==> src/rtl/tag_way_scan_ctrl.sv <==
// Lookup/replacement controller for a 4-way set-associative tag bank: scans ways
// one per cycle, fills on miss with tree-PLRU victim. Optional counters: TAG_SCAN_STATS_EN.
module tag_way_scan_ctrl #(
    parameter int TAG_W    = 20,
    parameter int SET_BITS = 4
) (
    input  logic                CLK,
    input  logic                RST,
    input  logic                REQ_VALID,
    output logic                REQ_READY,
    input  logic [SET_BITS-1:0] REQ_SET,
    input  logic [TAG_W-1:0]    REQ_TAG,
    output logic [SET_BITS-1:0] TAG_SET,
    output logic [1:0]          WAY_SEL,
    input  logic [TAG_W-1:0]    TAG_IN,
    input  logic                VALID_IN,
    output logic                FILL_REQ,
    input  logic                FILL_ACK,
    output logic                TAG_WE,
    output logic [TAG_W-1:0]    TAG_WDATA,
    output logic                RESP_VALID,
    output logic                RESP_HIT,
    output logic [1:0]          RESP_WAY
`ifdef TAG_SCAN_STATS_EN
    ,
    output logic [15:0]         HIT_CNT,
    output logic [15:0]         MISS_CNT
`endif
);

    localparam int NSETS = 1 << SET_BITS;

    typedef enum logic [2:0] {
        ST_IDLE,
        ST_SCAN,
        ST_FILL,
        ST_WRITE,
        ST_RESP
    } state_t;

    state_t              state_q, state_d;
    logic [SET_BITS-1:0] set_q, set_d;
    logic [TAG_W-1:0]    tag_q, tag_d;
    logic [1:0]          way_sel_q, way_sel_d;
    logic                inv_found_q, inv_found_d;
    logic [1:0]          inv_way_q, inv_way_d;
    logic [TAG_W-1:0]    wdata_q, wdata_d;
    logic                resp_hit_q, resp_hit_d;
    logic [1:0]          resp_way_q, resp_way_d;
    logic [2:0]          plru_q [NSETS];
    logic [2:0]          plru_row_d;
    logic                plru_we;

    logic                hit;
    logic                inv_now;
    logic [1:0]          inv_now_way;

    // Tree update: root points away from the touched half, leaf away from the touched way.
    function automatic logic [2:0] plru_touch(input logic [2:0] bits, input logic [1:0] w);
        logic [2:0] r;
        r    = bits;
        r[0] = ~w[1];
        if (!w[1]) r[1] = ~w[0];
        else       r[2] = ~w[0];
        return r;
    endfunction

    function automatic logic [1:0] plru_victim(input logic [2:0] bits);
        return bits[0] ? {1'b1, bits[2]} : {1'b0, bits[1]};
    endfunction

    assign hit = VALID_IN && (TAG_IN == tag_q);

    always_comb begin
        state_d     = state_q;
        set_d       = set_q;
        tag_d       = tag_q;
        way_sel_d   = way_sel_q;
        inv_found_d = inv_found_q;
        inv_way_d   = inv_way_q;
        wdata_d     = wdata_q;
        resp_hit_d  = resp_hit_q;
        resp_way_d  = resp_way_q;
        plru_we     = 1'b0;
        plru_row_d  = plru_touch(plru_q[set_q], way_sel_q);
        inv_now     = inv_found_q;
        inv_now_way = inv_way_q;

        case (state_q)
            ST_IDLE: begin
                if (REQ_VALID) begin
                    set_d       = REQ_SET;
                    tag_d       = REQ_TAG;
                    way_sel_d   = 2'd0;
                    inv_found_d = 1'b0;
                    state_d     = ST_SCAN;
                end
            end
            ST_SCAN: begin
                if (hit) begin
                    resp_hit_d = 1'b1;
                    resp_way_d = way_sel_q;
                    plru_we    = 1'b1;
                    state_d    = ST_RESP;
                end else begin
                    // The way being looked at this cycle can itself be the first invalid one.
                    if (!VALID_IN && !inv_found_q) begin
                        inv_found_d = 1'b1;
                        inv_way_d   = way_sel_q;
                        inv_now     = 1'b1;
                        inv_now_way = way_sel_q;
                    end
                    if (way_sel_q == 2'd3) begin
                        way_sel_d = inv_now ? inv_now_way : plru_victim(plru_q[set_q]);
                        state_d   = ST_FILL;
                    end else begin
                        way_sel_d = way_sel_q + 2'd1;
                    end
                end
            end
            ST_FILL: begin
                if (FILL_ACK) begin
                    wdata_d = tag_q;
                    state_d = ST_WRITE;
                end
            end
            ST_WRITE: begin
                plru_we    = 1'b1;
                resp_hit_d = 1'b0;
                resp_way_d = way_sel_q;
                state_d    = ST_RESP;
            end
            ST_RESP: begin
                state_d = ST_IDLE;
            end
            default: begin
                state_d = ST_IDLE;
            end
        endcase
    end

    always_ff @(posedge CLK) begin
        if (RST) begin
            state_q     <= ST_IDLE;
            set_q       <= '0;
            tag_q       <= '0;
            way_sel_q   <= 2'd0;
            inv_found_q <= 1'b0;
            inv_way_q   <= 2'd0;
            wdata_q     <= '0;
            resp_hit_q  <= 1'b0;
            resp_way_q  <= 2'd0;
            for (int i = 0; i < NSETS; i++) plru_q[i] <= 3'b000;
        end else begin
            state_q     <= state_d;
            set_q       <= set_d;
            tag_q       <= tag_d;
            way_sel_q   <= way_sel_d;
            inv_found_q <= inv_found_d;
            inv_way_q   <= inv_way_d;
            wdata_q     <= wdata_d;
            resp_hit_q  <= resp_hit_d;
            resp_way_q  <= resp_way_d;
            if (plru_we) plru_q[set_q] <= plru_row_d;
        end
    end

    assign REQ_READY  = (state_q == ST_IDLE);
    assign FILL_REQ   = (state_q == ST_FILL);
    assign TAG_WE     = (state_q == ST_WRITE);
    assign RESP_VALID = (state_q == ST_RESP);
    assign TAG_SET    = set_q;
    assign WAY_SEL    = way_sel_q;
    assign TAG_WDATA  = wdata_q;
    assign RESP_HIT   = resp_hit_q;
    assign RESP_WAY   = resp_way_q;

`ifdef TAG_SCAN_STATS_EN
    logic [15:0] hit_cnt_q, hit_cnt_d;
    logic [15:0] miss_cnt_q, miss_cnt_d;

    always_comb begin
        hit_cnt_d  = hit_cnt_q;
        miss_cnt_d = miss_cnt_q;
        if (state_q == ST_RESP) begin
            if (resp_hit_q && hit_cnt_q != 16'hFFFF)    hit_cnt_d  = hit_cnt_q + 16'd1;
            if (!resp_hit_q && miss_cnt_q != 16'hFFFF)  miss_cnt_d = miss_cnt_q + 16'd1;
        end
    end

    always_ff @(posedge CLK) begin
        if (RST) begin
            hit_cnt_q  <= '0;
            miss_cnt_q <= '0;
        end else begin
            hit_cnt_q  <= hit_cnt_d;
            miss_cnt_q <= miss_cnt_d;
        end
    end

    assign HIT_CNT  = hit_cnt_q;
    assign MISS_CNT = miss_cnt_q;
`endif

endmodule

==> config.mk <==
export PLATFORM = sky130hd
export DESIGN_NAME = tag_way_scan_ctrl
export DESIGN_NICKNAME = d
export VERILOG_FILES = /design/src/rtl/tag_way_scan_ctrl.sv
export SDC_FILE = /design/constraint.sdc
export NUM_CORES = 1
export LEC_CHECK = 0
export ABC_AREA = 1
export CORE_ASPECT_RATIO = 0.5
export CORE_MARGIN = 2
export CORE_UTILIZATION = 45
export DETAILED_ROUTE_END_ITERATION = 7
export GPL_ROUTABILITY_DRIVEN = 0
export HOLD_SLACK_MARGIN = 0.03
export PLACE_DENSITY = 0.82
export SLEW_MARGIN = 0
export SYNTH_ARGS = -nofsm -noshare
export SYNTH_HDL_FRONTEND = slang
export SYNTH_SLANG_ARGS = --single-unit
==> constraint.sdc <==
create_clock -name CLK -period 1.71 [get_ports CLK]
set_clock_uncertainty 0.05 [all_clocks]
set_input_delay 0.342 -clock CLK [delete_from_list [all_inputs] [get_ports CLK]]
set_output_delay 0.342 -clock CLK [all_outputs]
set_load 0.02 [all_outputs]
==> summary.md <==
| Metric | Value |
|---|---|
| MaxCap Viol Count | 0 |
| Worst VDD drop | 0.676 mV |
| Synth unique cells | 36 |
| CP max stage cell | clkdlybuf4s50_1 |
| Core area | 11000 sq um |
| Clk root buf | clkbuf_16 |
| Post-synth EDFFs | 48 |
| Final-report max-slew violation count | 0 |
| Crit Path Class | input pin to flip-flop |
| Slew margin rel. | 57.1% |
| Layout cells sized above 1 | 26.5% |
| Global-route wire length before repair | 22800 microns |
| Critical Path Sink Type | flip-flop |
| Fin cells | 912 |
| Global-route total usage across every layer | 24.0% |
| Seq pwr share | 39.6% |
| Cell mode on critical path | nand4_1 |
| Final Cycle Share | 121% |
| DP Area | 6490 sq um |
| Worst hold path class | flip-flop to flip-flop |
| Avg Cell Area, Syn | 8.01 sq um |
| Final Hold Fails | 0 |
| Syn Std Cell Area | 5060 sq um |
| Seq/Total Area, Yosys | 51.9% |
| Deepest clock path buffer count | 2 |
| Initial antenna violation count | 0 |
| Synth Net Count | 681 |
| Failing checks | negative setup slack |
| Vias post-DR | 5099 |
| Clk_lat worst skew | 0.35 ns |
| Top-area cell type share of the netlist area | 28.5% |
| Detailed-route DRC error count | 0 |
| Fill count | 686 |
| Cells after synthesis | 631 |
| Post-route setup slack | -0.362 ns |
| Clock sinks | 107 |
| Routed wire per std cell | 17.3 microns |
| Comb power frac | 34.1% |
| Detailed placement HPWL | 9070 microns |
| Initial drt markers | 518 |
| TritonCTS clock tree | yes |
| Final Critical Period | 2.07 ns |
| CP Launch Type | input pin |
| Initial Util | 46.1% |
| # H-tree levels | 3 |
| Static leakage | 0.00334 uW |
| TritonCTS buffer count | 9 |
| Async SR Flop Fraction | 0% |
| Final net count | 812 |
| Status | complete, but fails checks |
| Crit-path max FO | 4 |
| Pin count of the biggest net entering global routing | 27 |
| Synth area leaders | edfxtp_1, dfxtp_1, nand2_1 |
| Post-CTS Hold Fix Bufs | 0 |
| Post-route cell area | 7440 sq um |
| Max Fclk | 483 MHz |
| YS warnings | 0 |
| DIE WIDTH | 154 microns |
| Internal | 5070 uW |
| Drt via density | 5.59 |
| First-pass iteration count of the detailed router | 7 |
| Vias in the first global route | 4729 |
| Final wirelength | 15700 microns |
| Hold Slack | 0.412 ns |
| Clk network pwr share | 26.3% |
| Max incr delay on CP | 0.47 ns |
| Inserted Diodes | 0 |
| Yosys reg bits | 107 |
| WP data required | 1.72 ns |
| # port buffers | 81 |
| Worst path cell trace | clkdlybuf4s50_1, xnor2_1, nand4_1, nor2_2, nand4_4, nand2_4, nand4_1, nand2_2 |
| Synth Flop Type | dfxtp_1 |
| FF+latch area | 2630 sq um |
| Unrepaired setup endpoints after global routing | true |
| Worst endpoint data arrival time | 2.08 ns |
| Tightest Pin Transition | 0.641 ns |
| Area delta synth->final | 47.1% |
| Switching share of power | 35.0% |
| Final Core Density | 67.7% |
| Setup violators final | 101 |
| Pwr dens | 1050 nW/um^2 |
| Die height | 79.0 microns |
| DIE AREA | 12200 sq um |
| Total grt overflow | 0 |
| P_sw | 2730 uW |
| Cell row count | 27 |
| Final ANT Viol Nets | 0 |
| Multi-input logic area | 2530 sq um |
| Placed cell count | 888 |
| # IOs | 82 |
| CTS clk-pin slew, worst paths | 0.07 ns |
| Largest area contributor in the netlist | edfxtp_1 |
==> final cells by class <==
cell class                      count  share of cell area (%)
Clock buffer                       12                    3.18
Clock inverter                      4                   0.707
Inverter                           69                    3.65
Multi-Input combinational cell    425                    34.0
Sequential cell                   107                    35.4
Tap cell                          145                    2.44
Timing Repair Buffer              150                    20.6
==> power by group through the flow <==
| stage | clock, uW | combinational, uW | sequential [uW] |
|---|---|---|---|
| after floorplan | 0 | 1170 | 3140 |
| after global placement | 0 | 2130 | 3100 |
| after detailed placement | 0 | 2170 | 3110 |
| after CTS | 2040 | 2300 | 3050 |
| after global routing | 2150 | 2810 | 3100 |
| final | 2050 | 2660 | 3080 |
==> synth_stat cells, types with 3 or more instances <==
cell type,instances
inv_1,65
edfxtp_1,48
nand4_2,7
xnor2_1,8
buf_2,5
nand2_1,141
a21oi_1,39
o21ai_0,35
nand4_1,10
nand3_1,56
buf_4,5
dfxtp_1,59
nor2_1,104
clkbuf_1,20
nor3_1,3
==> sequential cells by signal, indices dropped and copies added, names as in the netlist, named ones only <==
signal	flops
plru_q	48
RESP_WAY	2
inv_way_q	2
inv_found_q	1
state_q	3
TAG_WDATA	20
tag_q	20
WAY_SEL	2
TAG_SET	4
RESP_HIT	1
==> kinds of logic (layout without fill, tap and decap cells) <==
kind of cell,after synthesis,in the layout,share of synthesized area [%]
and+or+nand+nor,332,334,29.4
buffers and inverters,101,235,8.51
adders and majority gates,1,1,0.247
AOI/OAI and AO/OA,82,82,8.63
xor gates and xnor gates,8,8,1.39
DFF,107,107,51.9
==> through the flow <==
stage          setup WS (ns)  TNS, ns  power (uW)
2_1_floorplan        -0.0233   -0.542        4310
3_3_place_gp          -0.708   -67.53        5230
3_5_place_dp          -0.762   -71.12        5280
4_1_cts               -0.326   -27.92        7390
5_1_grt               -0.465   -40.52        8070
6_report              -0.362   -28.95        7790
==> critical path, delay by kind of cell <==
| family | cells | cell delay (ns) |
|---|---|---|
| AND/OR/NAND/NOR | 6 | 1.14 |
| buffers and inverters | 1 | 0.47 |
| XOR/XNOR | 1 | 0.12 |
==> per-layer routing <==
metal / GRT usage, % / part of all wire, %
met5: 0 / 0
met4: 9.81 / 4.5
met3: 6.11 / 9.1
met2: 43.9 / 49
met1: 27.1 / 37
==> repair_timing <==
action | CTS | global route
resized for setup | 102 | 107
gates cloned | 2 | 1
endpoints found under the setup margin | 136 | 154
pin swaps | 24 | 26
buffers inserted | 3 | 3
==> path summary, 6_finish.rpt <==
check                             from                    endpoint  slack [ns]  cells past startpoint
max reg2reg     tag_q[19]$_SDFFE_PP0P_  plru_q[1][1]$_SDFFCE_PN0P_       -0.35                      9
min          TAG_WDATA[4]$_SDFFE_PP0P_   TAG_WDATA[4]$_SDFFE_PP0P_        0.41                      2
max                          TAG_IN[4]  plru_q[1][1]$_SDFFCE_PN0P_       -0.36                      8
min reg2reg  TAG_WDATA[4]$_SDFFE_PP0P_   TAG_WDATA[4]$_SDFFE_PP0P_        0.41                      2
==> cell usage in the layout (no fill, tap or decap), types with 11 or more instances in the layout <==
cell type,count
a21oi_1,36
buf_12,11
buf_4,46
clkdlybuf4s50_1,48
dfxtp_1,53
dlygate4sd2_1,13
dlymetal6s2s_1,16
edfxtp_1,48
inv_1,57
nand2_1,123
nand3_1,53
nor2_1,56
nor2_2,25
nor2_4,25
o21ai_0,26
Note: power is estimated with default switching activity, not from simulation.
